===== src/rtl/xs3_pkg.sv =====
// Shared types and constants for the BCD <-> Excess-3 converter.
// Latency: n/a (definitions only). Backpressure: n/a.
package xs3_pkg;

    typedef enum logic [1:0] {IDLE, CONV, DONE} xs3_state_t;

    localparam int         DIGIT_W    = 4;
    localparam logic [3:0] XS3_OFFSET = 4'd3;
    localparam logic [3:0] BCD_MAX    = 4'd9;
    localparam logic [3:0] XS3_MIN    = 4'd3;
    localparam logic [3:0] XS3_MAX    = 4'd12;
    localparam logic [3:0] ERR_NIBBLE = 4'hF;

endpackage


===== src/rtl/xs3_digit.sv =====
// Single-digit BCD <-> Excess-3 mapping with illegal-digit flag.
// Latency: combinational. Backpressure: none.
module xs3_digit
    import xs3_pkg::*;
(
    input  logic [3:0] digit,
    input  logic       mode,
    output logic [3:0] res,
    output logic       err
);

    always_comb begin
        res = ERR_NIBBLE;
        err = 1'b1;
        if (!mode) begin
            if (digit <= BCD_MAX) begin
                res = digit + XS3_OFFSET;
                err = 1'b0;
            end
        end else begin
            if ((digit >= XS3_MIN) && (digit <= XS3_MAX)) begin
                res = digit - XS3_OFFSET;
                err = 1'b0;
            end
        end
    end

endmodule


===== src/rtl/xs3_code_converter.sv =====
// Multi-digit BCD <-> Excess-3 converter, one digit per cycle, LSD first.
// Latency: out_valid DIGITS+1 cycles after accept. Backpressure: holds result in DONE until out_ready.
module xs3_code_converter
    import xs3_pkg::*;
#(
    parameter  int DIGITS = 4,
    localparam int DW     = DIGITS * DIGIT_W
) (
    input  logic              clk,
    input  logic              rst_n,
    input  logic              in_valid,
    output logic              in_ready,
    input  logic [DW-1:0]     in_data,
    input  logic              mode,
    output logic              out_valid,
    input  logic              out_ready,
    output logic [DW-1:0]     out_data,
    output logic [DIGITS-1:0] out_err,
    output logic              busy
);

    localparam int CW = (DIGITS > 1) ? $clog2(DIGITS) : 1;

    xs3_state_t        state_q, state_d;
    logic [CW-1:0]     cnt_q, cnt_d;
    logic [DW-1:0]     src_q, src_d;
    logic [DW-1:0]     res_q, res_d;
    logic [DIGITS-1:0] err_q, err_d;
    logic              mode_q, mode_d;
    logic              in_ready_q, in_ready_d;
    logic              out_valid_q, out_valid_d;
    logic              busy_q, busy_d;

    logic [3:0]        digit_sel;
    logic [3:0]        digit_res;
    logic              digit_err;

    assign digit_sel = src_q[DIGIT_W*int'(cnt_q) +: DIGIT_W];

    xs3_digit u_digit (
        .digit (digit_sel),
        .mode  (mode_q),
        .res   (digit_res),
        .err   (digit_err)
    );

    always_comb begin
        state_d     = state_q;
        cnt_d       = cnt_q;
        src_d       = src_q;
        res_d       = res_q;
        err_d       = err_q;
        mode_d      = mode_q;
        in_ready_d  = in_ready_q;
        out_valid_d = out_valid_q;
        busy_d      = busy_q;
        case (state_q)
            IDLE: begin
                if (in_valid && in_ready_q) begin
                    src_d      = in_data;
                    mode_d     = mode;
                    res_d      = '0;
                    err_d      = '0;
                    cnt_d      = '0;
                    state_d    = CONV;
                    in_ready_d = 1'b0;
                    busy_d     = 1'b1;
                end
            end
            CONV: begin
                res_d[DIGIT_W*int'(cnt_q) +: DIGIT_W] = digit_res;
                err_d[cnt_q]                          = digit_err;
                if (cnt_q == CW'(DIGITS - 1)) begin
                    cnt_d       = '0;
                    state_d     = DONE;
                    out_valid_d = 1'b1;
                end else begin
                    cnt_d = cnt_q + CW'(1);
                end
            end
            DONE: begin
                // Result stays frozen here for as long as downstream stalls.
                if (out_ready) begin
                    state_d     = IDLE;
                    out_valid_d = 1'b0;
                    in_ready_d  = 1'b1;
                    busy_d      = 1'b0;
                end
            end
            default: begin
                state_d     = IDLE;
                in_ready_d  = 1'b1;
                out_valid_d = 1'b0;
                busy_d      = 1'b0;
            end
        endcase
    end

    always_ff @(posedge clk) begin
        if (!rst_n) begin
            state_q     <= IDLE;
            cnt_q       <= '0;
            src_q       <= '0;
            res_q       <= '0;
            err_q       <= '0;
            mode_q      <= 1'b0;
            in_ready_q  <= 1'b1;
            out_valid_q <= 1'b0;
            busy_q      <= 1'b0;
        end else begin
            state_q     <= state_d;
            cnt_q       <= cnt_d;
            src_q       <= src_d;
            res_q       <= res_d;
            err_q       <= err_d;
            mode_q      <= mode_d;
            in_ready_q  <= in_ready_d;
            out_valid_q <= out_valid_d;
            busy_q      <= busy_d;
        end
    end

    assign in_ready  = in_ready_q;
    assign out_valid = out_valid_q;
    assign out_data  = res_q;
    assign out_err   = err_q;
    assign busy      = busy_q;

endmodule

===== config.mk =====
export PLATFORM = sky130hd
export DESIGN_NAME = xs3_code_converter
export DESIGN_NICKNAME = d
export VERILOG_FILES = /design/src/rtl/xs3_pkg.sv /design/src/rtl/xs3_digit.sv /design/src/rtl/xs3_code_converter.sv
export SDC_FILE = /design/constraint.sdc
export NUM_CORES = 1
export LEC_CHECK = 0
export ABC_AREA = 1
export CORE_MARGIN = 4
export CORE_UTILIZATION = 35
export CTS_CLUSTER_SIZE = 20
export DETAILED_ROUTE_END_ITERATION = 8
export GPL_ROUTABILITY_DRIVEN = 0
export GPL_TIMING_DRIVEN = 1
export PLACE_DENSITY = 0.58
export SLEW_MARGIN = 5
export SYNTH_ARGS = -nofsm -noshare
export SYNTH_HDL_FRONTEND = slang
export SYNTH_HIERARCHICAL = 1
export SYNTH_SLANG_ARGS = --single-unit
export TNS_END_PERCENT = 100

===== constraint.sdc =====
create_clock -name clk -period 5.5 [get_ports clk]
set_input_delay 1.1 -clock clk [delete_from_list [all_inputs] [get_ports clk]]
set_output_delay 1.1 -clock clk [all_outputs]
set_load 0.02 [all_outputs]

==> results by group, run 1 <==
Outcome
  – Outcome: complete, no violations

STA
  – Clk_skew: 0.00898 ns
  – Hold Fails Final Rpt: 0
  – TNS Setup: 0 ns
  – Crit share post-route: 51.2%
  – Slew Limit Fails: 0
  – Max-slew headroom: 45.7%
  – Final setup viols: 0
  – Setup ws final: 2.68 ns
  – Max Freq: 355 MHz
  – Measured slew at the worst slew-check pin: 0.815 ns
  – Final Critical Period: 2.82 ns
  – RSZ-0062 raised after global routing: no

Final layout
  – Final core occ: 45.2%
  – Layout area overhead: 24.3%
  – Layout cells sized above 1: 7.12%
  – Final Cell Area: 2710 um2
  – Final-layout fill cell count: 615
  – Post-layout net count: 369
  – Diode count: 0

Pwr
  – Leak Pwr: 1.10 nW
  – Switching pwr: 0.248 mW
  – Clock network fraction of total power: 26.6%
  – Power Dens Cells: 274 nW/um2
  – Reg power frac: 47.9%
  – Comb pwr share: 25.5%
  – Pwr Total: 0.742 mW
  – Peak supply drop: 0.107 mV
  – Switching Fraction: 33.4%
  – Pint: 0.495 mW

Yosys
  – Post-synthesis sequential element count: 44
  – Synthesized net count: 331
  – Syn Inst Count: 299
  – Seq/Total Area, Yosys: 40.4%
  – Mapped Area: 2180 um2
  – Distinct cells, synth: 22
  – Synth Warn #: 6
  – Avg Inst Size Synth: 7.29 um2

Min path
  – Hold Crit Class: reg -> reg

Worst setup path
  – Critical path class: reg -> reg
  – End point of the critical path: out_data[11]
  – CP Data Required Time: 5.72 ns
  – Reg2reg end: out_data[11]
  – Crit-path max FO: 18
  – Worst R2R Setup Slack: 2.68 ns
  – R2R depth: 14
  – Crit path launch type: flop
  – Arrival @ worst endpoint: 3.04 ns
  – Crit path from: cnt_q[0]
  – Critical path endpoint category: flop
  – Worst R2R Start: cnt_q[0]

Clock tree
  – Root Buffer: clkbuf_8
  – Worst skew pair latency: 0.30 ns
  – Number of buffers created by CTS: 5
  – Clk sink count: 44
  – Cts hold-fix bufs: 0
  – Clk slew on worst S/H paths: 0.09 ns
  – Post-CTS sizing: 0
  – CTS tree: built
  – Max Buffers Root-to-Sink: 2
  – Setup bufs post-CTS: 0
  – H-Tree Level Count: 2

Floorplan
  – Row count: 28
  – Num ports: 44
  – Initial Util: 36.4%
  – Die footprint: 7560 um2
  – Die X: 86.9 um
  – Die Height: 86.9 um
  – Core box area: 5990 um2

Global route
  – Initial antenna violation count: 0
  – Grt total ovfl: 0
  – Total GRT Usage: 14.3%
  – Largest net degree at the start of global routing: 40
  – Vias in the first global route: 1913
  – First-pass GRT wire length: 8.67 mm

Placed design
  – Port bufs: 43
  – DP Wirelength: 3.50 mm
  – Area after DPL: 2630 um2
  – Worst slack, placed: 2.59 ns

Routing
  – Vias post-DR: 1992
  – WL/cell: 12.1 um
  – Vias per cell: 4.83
  – Final WL: 4.97 mm
  – TritonRoute pass-1 iters: 4
  – Initial DRC Count: 126
  – Routed Antenna Nets: 0
  – Drc violations: 0

Flow run
  – Maxcap violations: 0
-- synthesized netlist by cell type --
| cell type | n | area share [%] |
|---|---|---|
| nand2_1 | 52 | 9.0 |
| o21ai_0 | 30 | 6.9 |
| o21ai_1 | 2 | 0.46 |
| nor2_4 | 6 | 3.1 |
| ha_1 | 11 | 6.3 |
| nand3_1 | 26 | 6.0 |
| o21a_1 | 1 | 0.34 |
| nand3_2 | 3 | 1.4 |
| a21oi_2 | 1 | 0.40 |
| nand2_4 | 3 | 1.5 |
| nor2_1 | 58 | 10 |
| a21oi_1 | 24 | 5.5 |
| buf_1 | 1 | 0.17 |
| buf_4 | 2 | 0.69 |
| clkbuf_1 | 5 | 0.86 |
| dfxtp_1 | 44 | 40 |
| buf_6 | 3 | 1.5 |
| inv_1 | 16 | 2.8 |
| clkbuf_2 | 1 | 0.23 |
| o22ai_1 | 4 | 1.1 |
| inv_2 | 4 | 0.69 |
| nand3b_1 | 2 | 0.69 |
-- how the worst min path moves through the flow --
stage	start	to	slack, ns	cells after the start
5_1_grt	busy	busy	0.50	2
3_3_place_gp	out_valid	out_valid	0.44	2
2_1_floorplan	src_q[10]	src_q[10]	0.47	2
6_report	out_valid	out_valid	0.45	2
3_5_place_dp	out_valid	out_valid	0.44	2
4_1_cts	out_valid	out_valid	0.45	2
-- power by group through the flow --
| stage | registers (mW) | logic [mW] | clock network, mW |
|---|---|---|---|
| 2_1_floorplan | 0.363 | 0.140 | 0 |
| 3_3_place_gp | 0.363 | 0.189 | 0 |
| 3_5_place_dp | 0.363 | 0.191 | 0 |
| 4_1_cts | 0.355 | 0.192 | 0.205 |
| 5_1_grt | 0.359 | 0.218 | 0.217 |
| 6_report | 0.355 | 0.189 | 0.197 |
-- cells by family (layout without fill, tap and decap cells) --
logic type               Yosys count  count (layout)  synth area share (%)
AND/OR/NAND/NOR                  150             150                  31.6
AO/OA/AOI/OAI                     62              62                  14.7
flip-flops                        44              44                  40.4
buffers and inverters             32              70                  6.94
adder cells (fa/ha/maj)           11              11                  6.31
-- sequential cells by signal, indices dropped and copies added, names as in the netlist --
signal     flops
in_ready       1
busy           1
state_q        2
src_q         16
out_valid      1
cnt_q          2
out_err        4
out_data      16
mode_q         1
-- placed cells by master, fill, tap and decap left out --
cell type        netlist  final
nand2_4                3      3
nor2_1                58     58
o21a_1                 1      1
nand2_1               52     52
nor2_4                 6      6
inv_1                 16     16
ha_1                  11     11
a21oi_1               24     24
clkinv_2               0      1
clkdlybuf4s50_1        0     43
a21oi_2                1      1
o22ai_1                4      4
o21ai_1                2      2
nand3_1               26     26
o21ai_0               30     30
clkinvlp_4             0      1
nand3_2                3      3
dfxtp_1               44     44
inv_2                  4      4
clkbuf_8               0      5
nand3b_1               2      2
-- critical path, stage by stage, from the launching register on --
cell	delay, ns
dfxtp_1	0.47
inv_1	0.46
o21ai_0	0.14
o22ai_1	0.39
inv_1	0.12
ha_1	0.21
inv_1	0.11
nand3_2	0.09
nand3_2	0.13
nor2_1	0.04
nor2_1	0.13
nand2_1	0.10
nor2_1	0.10
nand3_1	0.08
a21oi_1	0.15
-- through the flow --
step	hold WS, ns	cells
after floorplan	0.470	299
after global placement	0.436	405
after detailed placement	0.442	405
after CTS	0.454	412
after global routing	0.501	412
final	0.449	412
-- layout make-up --
cell class / count / area, um2 / share of cell area, %
clock inverters: 2 / 12.5 / 0.462
clock buffers: 5 / 68.8 / 2.54
inverters: 20 / 75.1 / 2.77
flip-flops and latches: 44 / 881 / 32.5
well taps: 75 / 93.8 / 3.46
multi-input cells: 223 / 1150 / 42.4
repair buffers: 43 / 430 / 15.9
-- routing by layer --
| layer | wire length, um | global-route usage [%] | part of all wire [%] |
|---|---|---|---|
| met1 | 2410 | 18.3 | 48 |
| met5 | 0 | 0 | 0 |
| met3 | 226 | 2.93 | 4.5 |
| met2 | 2270 | 24.0 | 46 |
| met4 | 65 | 4.67 | 1.3 |
(Power assumes the default switching activity.)
==> run 2: changes to the inputs <==
--- a/config.mk
+++ b/config.mk
@@ -12,7 +12,7 @@
 export DETAILED_ROUTE_END_ITERATION = 8
 export GPL_ROUTABILITY_DRIVEN = 0
 export GPL_TIMING_DRIVEN = 1
-export PLACE_DENSITY = 0.58
+export PLACE_DENSITY = 0.6
 export SLEW_MARGIN = 5
 export SYNTH_ARGS = -nofsm -noshare
 export SYNTH_HDL_FRONTEND = slang
==> constraint.sdc (replaced) <==
create_clock -name clk -period 2.4 [get_ports clk]
set_input_delay 0.48 -clock clk [delete_from_list [all_inputs] [get_ports clk]]
set_output_delay 0.48 -clock clk [all_outputs]
set_load 0.02 [all_outputs]
==> run 2 against run 1 <==
Critical path depth stayed put. Setup slack worse by 2.4 ns. Fmax is 33% higher.
==> results by group, run 2 (synthesis gave the netlist of run 1 again) <==
Outcome
  – Outcome: complete, no violations

Routing
  – TritonRoute pass-1 iters: 4 (unchanged)
  – WL/cell: 12.0 um (-0.15%)
  – Drc violations: 0 (unchanged)
  – Routed Antenna Nets: 0 (unchanged)
  – Initial DRC Count: 83 (-34%)
  – Final WL: 5.06 mm (+1.8%)
  – Vias per cell: 4.76 (-1.6%)
  – Vias post-DR: 1998 (+0.30%)

Clock tree
  – Root Buffer: clkbuf_8
  – Clk slew on worst S/H paths: 0.08 ns (about the same)
  – Worst skew pair latency: 0.29 ns (about the same)
  – Cts hold-fix bufs: 0 (unchanged)
  – Post-CTS sizing: 0 (unchanged)
  – Max Buffers Root-to-Sink: 2 (unchanged)
  – H-Tree Level Count: 2 (unchanged)
  – Clk sink count: 44 (unchanged)
  – Setup bufs post-CTS: 0 (unchanged)
  – Number of buffers created by CTS: 5 (unchanged)
  – CTS tree: built

Placed design
  – DP Wirelength: 3.73 mm (+6.5%)
  – Area after DPL: 2680 um2 (+2.0%)
  – Worst slack, placed: 0.0698 ns (-2.52 ns)
  – Port bufs: 43 (unchanged)

STA
  – Hold Fails Final Rpt: 0 (unchanged)
  – Measured slew at the worst slew-check pin: 0.649 ns (-0.165 ns)
  – Final Critical Period: 2.12 ns (-0.701 ns)
  – Max-slew headroom: 56.7% (+11 points)
  – Setup ws final: 0.283 ns (-2.40 ns)
  – Clk_skew: 0.00389 ns (-0.00509 ns)
  – Worst hold slack: 0.449 ns (-0.000485 ns)
  – Crit share post-route: 88.2% (+37 points)
  – Final setup viols: 0 (unchanged)
  – RSZ-0062 raised after global routing: no
  – Slew Limit Fails: 0 (unchanged)
  – TNS Setup: 0 ns (unchanged)
  – Max Freq: 472 MHz (+33%)

Worst setup path
  – Most used cell, CP: nand2_1
  – Critical-path top delay cell: dfxtp_2
  – Critical path's largest stage delay: 0.37 ns (-0.10 ns)
  – Crit path launch type: flop
  – CP delay by family, top: simple AND/OR/NAND/NOR gates
  – Reg2reg end: out_data[4]
  – Critical path endpoint category: flop
  – Buf/Inv on CP: 3 (unchanged)
  – Crit path from: cnt_q[0]
  – Arrival @ worst endpoint: 2.34 ns (-0.70 ns)
  – Worst R2R Setup Slack: 0.28 ns (-2.40 ns)
  – End point of the critical path: out_data[4]
  – WP depth: 14 (unchanged)
  – Critical path class: reg -> reg
  – Crit-path max FO: 10 (-8)
  – Worst path cell trace: inv_2 > nor2_1 > o22ai_2 > inv_1 > ha_1 > inv_1 > nand2_1 > o21ai_1 > nand2_1 > nand2_1 > nand2_1 > nor2_1 > nand2_1 > a21oi_1
  – CP Data Required Time: 2.62 ns (-3.10 ns)
  – Worst R2R Start: cnt_q[0]
  – R2R depth: 14 (unchanged)

Min path
  – Hold Crit Class: reg -> reg
  – WHS Path Cells: 2 (unchanged)

Final layout
  – Layout cells sized above 1: 10.1% (+3.0 points)
  – Layout area overhead: 27.8%
  – Final-layout fill cell count: 617 (+0.33%)
  – Diode count: 0 (unchanged)
  – Commonest non-fill, non-tap cell in the layout: nor2_1
  – Post-layout net count: 376 (+1.9%)
  – Final Cell Area: 2790 um2 (+2.8%)
  – Commonest non-fill, non-tap cells in the layout: nor2_1, nand2_1, clkdlybuf4s50_1

Floorplan
  – Die X: 86.9 um (unchanged)
  – Core box area: 5990 um2 (unchanged)
  – Die Height: 86.9 um (unchanged)
  – Row count: 28 (unchanged)
  – Die footprint: 7560 um2 (unchanged)
  – Initial Util: 36.4% (unchanged)
  – Num ports: 44 (unchanged)

Pwr
  – Peak supply drop: 0.276 mV (+160%)
  – Leak Pwr: 1.15 nW (+4.0%)
  – Power Dens Cells: 628 nW/um2 (+130%)

Flow run
  – Maxcap violations: 0 (unchanged)

Global route
  – Vias in the first global route: 1846 (-3.5%)
  – Largest net degree at the start of global routing: 40 (unchanged)
  – Grt total ovfl: 0 (unchanged)
  – First-pass GRT wire length: 8.45 mm (-2.6%)
  – Total GRT Usage: 13.8% (-0.51 points)
  – Initial antenna violation count: 0 (unchanged)
## run 2: layout make-up
class	count	area (um2)	area share (%)
clock buffers	8	90.1	3.23
inverters	20	75.1	2.69
multi-input cells	223	1160	41.7
flip-flops and latches	44	883	31.7
well taps	75	93.8	3.37
repair buffers	50	483	17.3
## run 2: where the power goes
part           switching, mW  internal (mW)
Sequential            0.0343          0.778
Clock                  0.242          0.235
Combinational          0.282          0.178
Total                  0.558           1.19
## run 2: worst reg2reg max path, delay by kind of cell (launching register included)
kind	cells	cell delay, ns
flip-flops	1	0.37
AND/OR/NAND/NOR	7	0.62
AO/OA/AOI/OAI	3	0.52
adder cells (fa/ha/maj)	1	0.19
buffers and inverters	3	0.32
## run 2: routing by layer
metal	part of all wire, %	track usage, %	wire [um]
met5	0	0	0
met4	0.43	3.40	22
met3	5.9	3.22	300
met1	47	17.8	2400
met2	46	23.3	2340
## run 2: how the worst min path moves through the flow
stage	end	slack, ns	startpoint
2_1_floorplan	src_q[10]	0.47	src_q[10]
3_5_place_dp	out_valid	0.44	out_valid
4_1_cts	out_valid	0.45	out_valid
5_1_grt	out_valid	0.48	out_valid
3_3_place_gp	out_valid	0.44	out_valid
6_report	out_valid	0.45	out_valid
## run 2: per-stage QoR
| step | total power [mW] | utilization, % | std cells |
|---|---|---|---|
| global placement | 1.28 | 44.8 | 412 |
| detailed placement | 1.29 | 44.8 | 412 |
| finish | 1.75 | 46.5 | 420 |
| floorplan | 1.15 | - | 299 |
| CTS | 1.76 | 46.3 | 420 |
| global route | 1.86 | 46.5 | 420 |
==> run 3: changes to the inputs <==
--- a/config.mk
+++ b/config.mk
@@ -6,13 +6,15 @@
 export NUM_CORES = 1
 export LEC_CHECK = 0
 export ABC_AREA = 1
+export CORE_ASPECT_RATIO = 1.4
 export CORE_MARGIN = 4
-export CORE_UTILIZATION = 35
+export CORE_UTILIZATION = 46
 export CTS_CLUSTER_SIZE = 20
 export DETAILED_ROUTE_END_ITERATION = 8
 export GPL_ROUTABILITY_DRIVEN = 0
 export GPL_TIMING_DRIVEN = 1
-export PLACE_DENSITY = 0.6
+export PLACE_DENSITY = 0.75
+export SKIP_LAST_GASP = 1
 export SLEW_MARGIN = 5
 export SYNTH_ARGS = -nofsm -noshare
 export SYNTH_HDL_FRONTEND = slang
==> run 3 against run 2 <==
First-iteration DRC count did not move. Count of clock-buffer cells in the layout fell by 3. Sequential power barely moved. Critical path type unchanged.
==> results by group, run 3 (synthesis gave the netlist of run 1 again) <==
Outcome
  – Outcome: complete, no violations

Min path
  – Hold Crit Class: reg -> reg

Global route
  – First-pass GRT wire length: 8.05 mm (-4.7%)
  – Vias in the first global route: 1931 (+4.6%)
  – Total GRT Usage: 17.3% (+3.5 points)
  – Grt total ovfl: 0 (unchanged)
  – Largest net degree at the start of global routing: 40 (unchanged)
  – Initial antenna violation count: 0 (unchanged)

Clock tree
  – Clk slew on worst S/H paths: 0.09 ns (about the same)
  – Setup bufs post-CTS: 0 (unchanged)
  – Root Buffer: clkbuf_8
  – Number of buffers created by CTS: 5 (unchanged)
  – H-Tree Level Count: 2 (unchanged)
  – Max Buffers Root-to-Sink: 2 (unchanged)
  – CTS tree: built
  – Clk sink count: 44 (unchanged)
  – Worst skew pair latency: 0.30 ns (about the same)

Routing
  – Final WL: 4.82 mm (-4.6%)
  – Drc violations: 0 (unchanged)
  – Vias per cell: 4.99 (+4.8%)
  – Routed Antenna Nets: 0 (unchanged)
  – TritonRoute pass-1 iters: 4 (unchanged)
  – Initial DRC Count: 83 (unchanged)
  – WL/cell: 11.9 um (-1.6%)
  – Vias post-DR: 2030 (+1.6%)

Flow run
  – Maxcap violations: 0 (unchanged)

Final layout
  – Final-layout fill cell count: 447 (-28%)
  – Layout area overhead: 28.0%
  – Commonest non-fill, non-tap cells in the layout: nor2_1, nand2_1, clkdlybuf4s50_1
  – Layout Cells excl Fill: 407 (-3.1%)
  – Commonest non-fill, non-tap cell in the layout: nor2_1
  – Layout cells sized above 1: 10.7% (+0.58 points)
  – Diode count: 0 (unchanged)
  – Post-layout net count: 376 (unchanged)

STA
  – Final setup viols: 0 (unchanged)
  – Hold Fails Final Rpt: 0 (unchanged)
  – Clk_skew: 0.0130 ns (+0.00908 ns)
  – Max-slew headroom: 57.5% (+0.87 points)
  – Slew Limit Fails: 0 (unchanged)
  – TNS Setup: 0 ns (unchanged)
  – Crit share post-route: 88.0% (-0.21 points)
  – Final Critical Period: 2.11 ns (-0.00501 ns)
  – RSZ-0062 raised after global routing: no
  – Max Freq: 474 MHz (+0.24%)
  – Measured slew at the worst slew-check pin: 0.636 ns (-0.0130 ns)

Floorplan
  – Row count: 29 (+3.6%)
  – Initial Util: 47.7% (+11 points)
  – Core box area: 4570 um2 (-24%)
  – Die footprint: 5920 um2 (-22%)
  – Die Height: 89.5 um (+2.9%)
  – Num ports: 44 (unchanged)
  – Die X: 66.2 um (-24%)

Worst setup path
  – Worst R2R Setup Slack: 0.29 ns (about the same)
  – Critical path class: reg -> reg
  – CP Data Required Time: 2.63 ns (about the same)
  – Crit path launch type: flop
  – Critical path endpoint category: flop
  – Crit-path max FO: 10 (unchanged)
  – Arrival @ worst endpoint: 2.35 ns (about the same)

Placed design
  – Placed cells: 399 (-3.2%)
  – DP Wirelength: 3.57 mm (-4.3%)
  – Port bufs: 43 (unchanged)

Pwr
  – Pwr Total: 1.83 mW (+4.7%)
  – Leak Pwr: 1.16 nW (+0.75%)
  – Power Dens Cells: 656 nW/um2 (+4.5%)
  – Peak supply drop: 0.448 mV (+62%)
-- run 3: final timing paths --
| path | from | depth (start not counted) | to |
|---|---|---|---|
| min reg2reg | out_valid | 2 | out_valid |
| max reg2reg | cnt_q[0] | 14 | out_data[4] |
| max | cnt_q[0] | 14 | out_data[4] |
| min | out_valid | 2 | out_valid |
-- run 3: layout make-up --
cell class / count / area, um2 / area share (%)
multi-input cells: 223 / 1160 / 41.6
flip-flops and latches: 44 / 883 / 31.6
repair buffers: 50 / 483 / 17.3
well taps: 62 / 77.6 / 2.78
inverters: 20 / 75.1 / 2.69
clock buffers: 5 / 68.8 / 2.47
clock inverters: 3 / 42.5 / 1.52
-- run 3: layer usage --
| metal | GRT usage (%) | wire length [um] |
|---|---|---|
| met1 | 18.4 | 2010 |
| met2 | 31.6 | 2470 |
| met3 | 3.77 | 219 |
| met4 | 9.06 | 129 |
| met5 | 0 | 0 |
-- run 3: timing repair --
action / CTS / global route
setup endpoints to repair: 0 / 15
resized for setup: 0 / 5
hold buffers: 0 / 0
-- run 3: critical path, stage by stage (launching register included) --
cell and delay (ns):
dfxtp_2 0.37, inv_2 0.12, nor2_1 0.07, o22ai_2 0.23, inv_1 0.09, ha_1 0.19, inv_1 0.11, nand2_1 0.07
o21ai_1 0.17, nand2_1 0.09, nand2_1 0.09, nand2_1 0.10, nor2_1 0.14, nand2_1 0.08, a21oi_1 0.13
-- run 3: per-stage QoR --
stage          util, %  hold slack [ns]  setup WS, ns  cell area, um2
3_5_place_dp      58.3            0.437         0.110            2670
6_report          61.1            0.456         0.288            2790
5_1_grt           61.1            0.499        0.0695            2790
4_1_cts           60.7            0.453        0.0828            2780
2_1_floorplan        -            0.470        0.0728            2180
3_3_place_gp      58.3            0.436         0.222            2670
-- run 3: where the power goes --
group / internal, mW / total, mW / switching (mW)
Combinational: 0.178 / 0.459 / 0.281
Sequential: 0.779 / 0.813 / 0.0348
Clock: 0.308 / 0.560 / 0.252
